==> config.mk <==
export PLATFORM = sky130hd
export DESIGN_NAME = tdm_demux14_4
export DESIGN_NICKNAME = d
export VERILOG_FILES = /design/src/rtl/tdm_demux14_4.sv
export SDC_FILE = /design/constraint.sdc
export NUM_CORES = 1
export LEC_CHECK = 0
export CAP_MARGIN = 25
export CORE_MARGIN = 2
export CORE_UTILIZATION = 46
export CTS_CLUSTER_DIAMETER = 200
export CTS_CLUSTER_SIZE = 14
export DETAILED_ROUTE_END_ITERATION = 7
export PLACE_DENSITY = 0.78
export SKIP_CTS_REPAIR_TIMING = 1
export SYNTH_ARGS = -nofsm -noshare
export SYNTH_HDL_FRONTEND = slang
export SYNTH_SLANG_ARGS = --single-unit
==> constraint.sdc <==
create_clock -name i_clk -period 1.8 [get_ports i_clk]
set_input_delay 0.36 -clock i_clk [delete_from_list [all_inputs] [get_ports i_clk]]
set_output_delay 0.36 -clock i_clk [all_outputs]
set_load 0.02 [all_outputs]
==> src/rtl/tdm_demux14_4.sv <==
// 4-slot TDM demultiplexer: a framed stream of W-bit beats (sync on slot 0)
// is collected into staging registers and presented on four channel outputs
// once a complete frame has arrived.
module tdm_demux14_4 #(
  parameter int W = 4
) (
  input  logic         i_clk,
  input  logic         i_rst_n,
  input  logic         i_valid,
  input  logic         i_sync,
  input  logic [W-1:0] i_d,
  output logic [W-1:0] o_f0,
  output logic [W-1:0] o_f1,
  output logic [W-1:0] o_f2,
  output logic [W-1:0] o_f3,
  output logic         o_frame_valid,
  output logic         o_locked,
  output logic         o_err
);

  typedef enum logic {
    UNLOCKED = 1'b0,
    LOCKED   = 1'b1
  } state_t;

  state_t       state_q, state_d;
  logic [1:0]   cnt_q, cnt_d;
  logic [W-1:0] stg_q [4];
  logic [W-1:0] stg_d [4];
  logic [W-1:0] f_q [4];
  logic [W-1:0] f_d [4];
  logic         fv_q, fv_d;
  logic         err_q, err_d;

  // Next-state decode: only accepted beats move anything; pulses default low.
  always_comb begin
    state_d = state_q;
    cnt_d   = cnt_q;
    stg_d   = stg_q;
    f_d     = f_q;
    fv_d    = 1'b0;
    err_d   = 1'b0;
    if (i_valid) begin
      if (state_q == UNLOCKED) begin
        // Garbage before the first sync is silently dropped.
        if (i_sync) begin
          stg_d[0] = i_d;
          cnt_d    = 2'd1;
          state_d  = LOCKED;
        end
      end else begin
        if (i_sync) begin
          // A sync mid-frame restarts the frame; the partial one is lost.
          err_d    = (cnt_q != 2'd0);
          stg_d[0] = i_d;
          cnt_d    = 2'd1;
        end else if (cnt_q == 2'd0) begin
          // Slot 0 without sync: alignment lost, beat dropped.
          err_d   = 1'b1;
          state_d = UNLOCKED;
        end else begin
          stg_d[cnt_q] = i_d;
          cnt_d        = 2'(cnt_q + 2'd1);
          if (cnt_q == 2'd3) begin
            // Frame complete: publish all four slots together.
            f_d[0] = stg_q[0];
            f_d[1] = stg_q[1];
            f_d[2] = stg_q[2];
            f_d[3] = i_d;
            fv_d   = 1'b1;
          end
        end
      end
    end
  end

  // State register with immediate reset of framing state and outputs.
  always_ff @(posedge i_clk or negedge i_rst_n) begin
    if (!i_rst_n) begin
      state_q <= UNLOCKED;
      cnt_q   <= 2'd0;
      fv_q    <= 1'b0;
      err_q   <= 1'b0;
      for (int i = 0; i < 4; i++) begin
        stg_q[i] <= '0;
        f_q[i]   <= '0;
      end
    end else begin
      state_q <= state_d;
      cnt_q   <= cnt_d;
      fv_q    <= fv_d;
      err_q   <= err_d;
      stg_q   <= stg_d;
      f_q     <= f_d;
    end
  end

  assign o_f0          = f_q[0];
  assign o_f1          = f_q[1];
  assign o_f2          = f_q[2];
  assign o_f3          = f_q[3];
  assign o_frame_valid = fv_q;
  assign o_err         = err_q;
  assign o_locked      = (state_q == LOCKED);

endmodule

== Yosys cells after proc, flatten, opt, wreduce, memory -nomap -nowiden ==
Index checks and enable logic that the tools add are counted.
W data, S select, Z words.

* Mux-type cells: 24
* Reduce and logical (&&, ||, !) cells: 7
* $add $sub $neg: 1
* Equality and inequality tests: 2
* Order comparisons: 2
* Bitwise logic cells: 3

{| class="wikitable"
|+ Operator list
! operator !! count
|-
| $bwmux W16 || 1
|-
| $mux W16 || 1
|-
| $mux W4 || 4
|-
| $mux W1 || 13
|-
| $demux W4 S2 || 1
|-
| $mux W2 || 4
|-
| $reduce_and A5 Y1 || 1
|-
| $reduce_and A4 Y1 || 1
|-
| $reduce_bool A2 Y1 || 2
|-
| $ge A3 B3 Y1 const B || 1
|-
| $lt A3 B1 Y1 const B || 1
|-
| $not A2 Y3 || 1
|-
| $reduce_and A3 Y1 || 1
|-
| $add A2 B1 Y2 const B || 1
|-
| $eq A2 B2 Y1 const B || 1
|-
| $logic_not A2 Y1 || 1
|-
| $ne A2 B2 Y1 const B || 1
|-
| $not A1 Y1 || 2
|-
| $logic_and A1 B1 Y1 || 1
|}

* Output and inout bits: 19
* Bits in registers: 37
* Logic and storage cells: 51

== Depth between registers and ports, before layout ==
* Depth in word-level cells: 9
* Mapped depth: 8
* Gate-level depth less buffers: 7

== Worst setup path after synthesis ==
OpenSTA, ideal clock, no wires.

* Path kind: register -> register
* Start: register cnt_q[0]
* End: register f_q (netlist bit o_f1[3])
* Path buffers: 1
* Data arrival time: 1.610 ns
* Required time: 1.675 ns
* Stages on the path, launching flop included: 8
* Clock period less this slack: 1.735 ns
* Path slack: 0.065 ns
* Cell sequence: dfrtp_1 inv_1 ha_1 inv_1 ha_1 nand4_2 buf_2 mux2_4

* Cells in the longest elaborated chain, start to end: 3

{| class="wikitable"
|+ RTL lines
! what !! line !! text
|-
| start: declaration || 27 || <nowiki>logic [1:0] cnt_q, cnt_d;</nowiki>
|-
| start signal: assignment || 90 || <nowiki>cnt_q <= cnt_d;</nowiki>
|-
| $logic_not A2 Y1 || 57 || <nowiki>end else if (cnt_q == 2'd0) begin</nowiki>
|-
| $not A1 Y1 (no source line) || n/a ||
|-
| $reduce_and A5 Y1 (no source line) (*) || n/a ||
|-
| end signal: indexed assignment || 86 || <nowiki>f_q[i] <= '0;</nowiki>
|-
| end signal: assignment || 94 || <nowiki>f_q <= f_d;</nowiki>
|-
| end: declaration || 30 || <nowiki>logic [W-1:0] f_q [4];</nowiki>
|}

Mark *: on every way between the ends. The rest lies on a longest branch, timed or not.
A chain may end at the register's enable or synchronous reset.

== Final worst setup path ==
* Start: register cnt_q[0]
* End: register stg_q[12] in the netlist's numbering

* Cells in the longest elaborated chain, start to end: 9

{| class="wikitable"
|+ RTL lines
! what !! line !! text
|-
| $not A2 Y3 (not written as such) || 62 || <nowiki>stg_d[cnt_q] = i_d;</nowiki>
|-
| $ge A3 B3 Y1 (not written as such) or $lt A3 B1 Y1 (tied branches) || 62 ||
|-
| $logic_and A1 B1 Y1 (not written as such) || 62 ||
|-
| $mux W4 (not written as such) || 62 ||
|-
| $demux W4 S2 || 62 ||
|-
| $bwmux W16 || 62 ||
|-
| $mux W16 || 57 ||
|-
| $mux W4 || 52 || <nowiki>if (i_sync) begin</nowiki>
|-
| $mux W4 || 44 || <nowiki>if (state_q == UNLOCKED) begin</nowiki>
|-
| end signal: assignment || 93 || <nowiki>stg_q <= stg_d;</nowiki>
|-
| end: declaration || 28 || <nowiki>logic [W-1:0] stg_q [4];</nowiki>
|}

Several ways; a longest one is shown, not always the timed one. The select of a mux whose other input is x is not followed.

==> out/metrics.yaml <==
status: "completed"
first_pass_iters: 4
core_area_sq_mm: 0.003053
fp.dieW_um: 60.46
wire_per_inst_um: 13.57
power_w: 0.003046
p_leak_nw: 0.9268
grt-ovfl-total: 0
holdWs_ns: 0.4177
rows: 20
ys_seq_area_frac: 0.5631
die_y_um: 60.46
layout_min_cycle_time_ns: 1.704
synth-warning-count: 0
seq_power_share: 0.395
initial_core_util: 0.4803
place.detailed.hpwl_mm: 1.863
viasPerCell: 4.815
tritoncts: "done"
clock_latency_ns: 0.33
grt_max_degree: 34
htree_num_levels: 2
required_ns: 2.06
cp_common_cell: "ha_1"
synthCells: 105
cts_inserted_buffers: 5
synth_area_sq_mm: 0.001466
avgSynthCellArea_sq_um: 13.97
drive_gt1_frac: 0.3103
max_clock_freq_mhz: 586.7
slowest_stage: "dfrtp_1"
final_cell_area_sq_mm: 0.001902
fin_nets: 158
finalHoldViolCount: 0
clock_sinks: 33
root_buffer: "clkbuf_4"
fill_cells: 263
power.switching_w: 0.001068
max_cap_viol_count: 0
grt_use_total: 0.1664
grt_pass1_vias: 910
end_kind: "flip-flop"
syn_nets: 119
drc_errors: 0
io_buffer_count: 26
finalCritPeriodShare: 0.9469
peakVddDrop_mv: 0.7419
antenna_cells: 0
timing.slew.headroom: 0.7295
path_cells: "inv_1, ha_1, ha_1, nand2b_4, a311oi_4, mux2i_1"
setup_viol_count_final: 0
crit_path_max_fanout: 4
pwr-share-comb: 0.472
powerDensity_mw_per_mm2: 1601
antenna_found_initial: 0
maxSlewViolCount: 0
cpPeakStageDelay_ns: 0.38
critPathTopFamily: "adder cells"
rsz0062_at_grt: "true"
synth_cell_types: 25
p_clk_frac: 0.133
grt_pass1_wl_mm: 4.326
post_dp_cell_area_sq_mm: 0.001827
worstMarginPinSlew_ns: 0.4057
critPathLaunchType: "flip-flop"
crit_type: "flip-flop to flip-flop"
dieArea_sq_mm: 0.003655
synthToLayoutAreaGrowth_pct: 29.69
num_vias: 910
antenna_left: 0
timing.critical_path.buf_inv: 1
synth_top_cell_by_area: "dfrtp_1"
p_int_w: 0.001977
power.share.switching: 0.3507
io_pins: 27
arrival_ns: 1.97
rrSetupSlack_ns: 0.1
place.gp.congestion: 0.9419
synth.area.top_cells: "dfrtp_1, mux2_4, mux2_2"
hp-class: "primary input to asynchronous set/reset pin"
clock_skew_ns: 0.003971
clk_path_buf_depth: 2
ys_ff_latch: 33
path_clk_slew_ns: 0.10
finalWirelength_mm: 2.564
yosysTopAreaCellShare: 0.5631
drt_iter0_markers: 25
kinds of logic (layout without fill, tap and decap cells):
group,count (synthesis),count (layout),share of synthesized area
compound gates,11,11,0.05803
flops,33,33,0.5631
buf+inv,12,52,0.04437
mux,24,24,0.2116
fa+ha+maj,6,6,0.05119
simple gates,19,19,0.07168
area by class of cell:
type | instances | area, sq um | area share
flip-flops and latches | 33 | 825.8 | 0.4342
multi-input cells | 60 | 588.1 | 0.3092
repair buffers | 36 | 347.8 | 0.1829
well taps | 44 | 55.05 | 0.02895
clock buffers | 5 | 37.54 | 0.01974
inverters | 8 | 30.03 | 0.01579
clock inverters | 3 | 17.52 | 0.009211
through the flow:
step	setup slack (ns)	utilization	TNS (ns)	cells
5_1_grt	-0.001818	0.6230	-0.003245	189
4_1_cts	-0.04214	0.6164	-0.4360	188
3_5_place_dp	-0.2277	0.5984	-4.048	180
2_1_floorplan	0.06529	-	0	105
6_report	0.09562	0.6230	0	189
3_3_place_gp	-0.1328	0.5984	-2.589	180
routing by layer:
layer  global-route usage  part of all wire
met2               0.2500              0.47
met5                    0                 0
met3              0.05330             0.051
met1               0.2262              0.46
met4              0.06522             0.017
power by group through the flow:
stage	registers [W]	clock network (W)	logic (W)
6_report	0.00120	0.000405	0.00144
2_1_floorplan	0.00142	0	0.000637
3_5_place_dp	0.00123	0	0.00140
5_1_grt	0.00125	0.000448	0.00157
4_1_cts	0.00121	0.000416	0.00141
3_3_place_gp	0.00121	0	0.00136
final timing paths:
check | from | to | cells after the start
max | cnt_q[0]$_DFFE_PN0P_ | stg_q[12]$_DFFE_PN0P_ | 6
min | i_rst_n | stg_q[13]$_DFFE_PN0P_ | 2
max reg2reg | cnt_q[0]$_DFFE_PN0P_ | stg_q[12]$_DFFE_PN0P_ | 6
min reg2reg | o_f0[0]$_DFFE_PN0P_ | o_f0[0]$_DFFE_PN0P_ | 2
max in group asynchronous | i_rst_n | o_f3[2]$_DFFE_PN0P_ | 2
min in group i_clk | o_f0[0]$_DFFE_PN0P_ | o_f0[0]$_DFFE_PN0P_ | 2
synthesized netlist by cell type (all sizes together):
cell and number:
buf 4, a311oi 1, nand2 10, o21ai 5
dfrtp 33, o22ai 1, nor2 2, mux2i 4
nand2b 2, inv 8, mux2 20, o31ai 1
ha 6, a21oi 1, nor2b 1, a31oi 1
nand4 3, o22a 1, and3 1
registers in the layout, indices dropped and copies added (netlist names):
register       cells
o_f1               4
stg_q             12
cnt_q              2
o_f0               4
o_locked           1
o_f3               4
o_f2               4
o_frame_valid      1
o_err              1
cells in the final DEF, fill, tap and decap left out:
cell / synthesis / layout
clkinvlp_4: 0 / 1
clkinv_2: 0 / 2
o22ai_1: 1 / 1
mux2_2: 8 / 8
nor2_1: 1 / 1
dfrtp_1: 33 / 33
inv_1: 8 / 6
ha_1: 6 / 5
nand2b_1: 1 / 1
o31ai_1: 1 / 1
buf_12: 0 / 1
a21oi_1: 1 / 1
and3_1: 1 / 1
o22a_1: 1 / 1
inv_2: 0 / 2
clkdlybuf4s50_1: 0 / 26
nand4_1: 2 / 2
o21ai_0: 5 / 5
nand2b_4: 1 / 1
a31oi_1: 1 / 1
nor2b_1: 1 / 1
nor2_2: 1 / 1
clkbuf_4: 0 / 5
mux2_4: 12 / 12
a311oi_4: 1 / 1
ha_4: 0 / 1
nand2_1: 10 / 10
buf_4: 1 / 9
nand4_2: 1 / 1
mux2i_1: 4 / 4
Note: power is estimated with default switching activity, not from simulation.
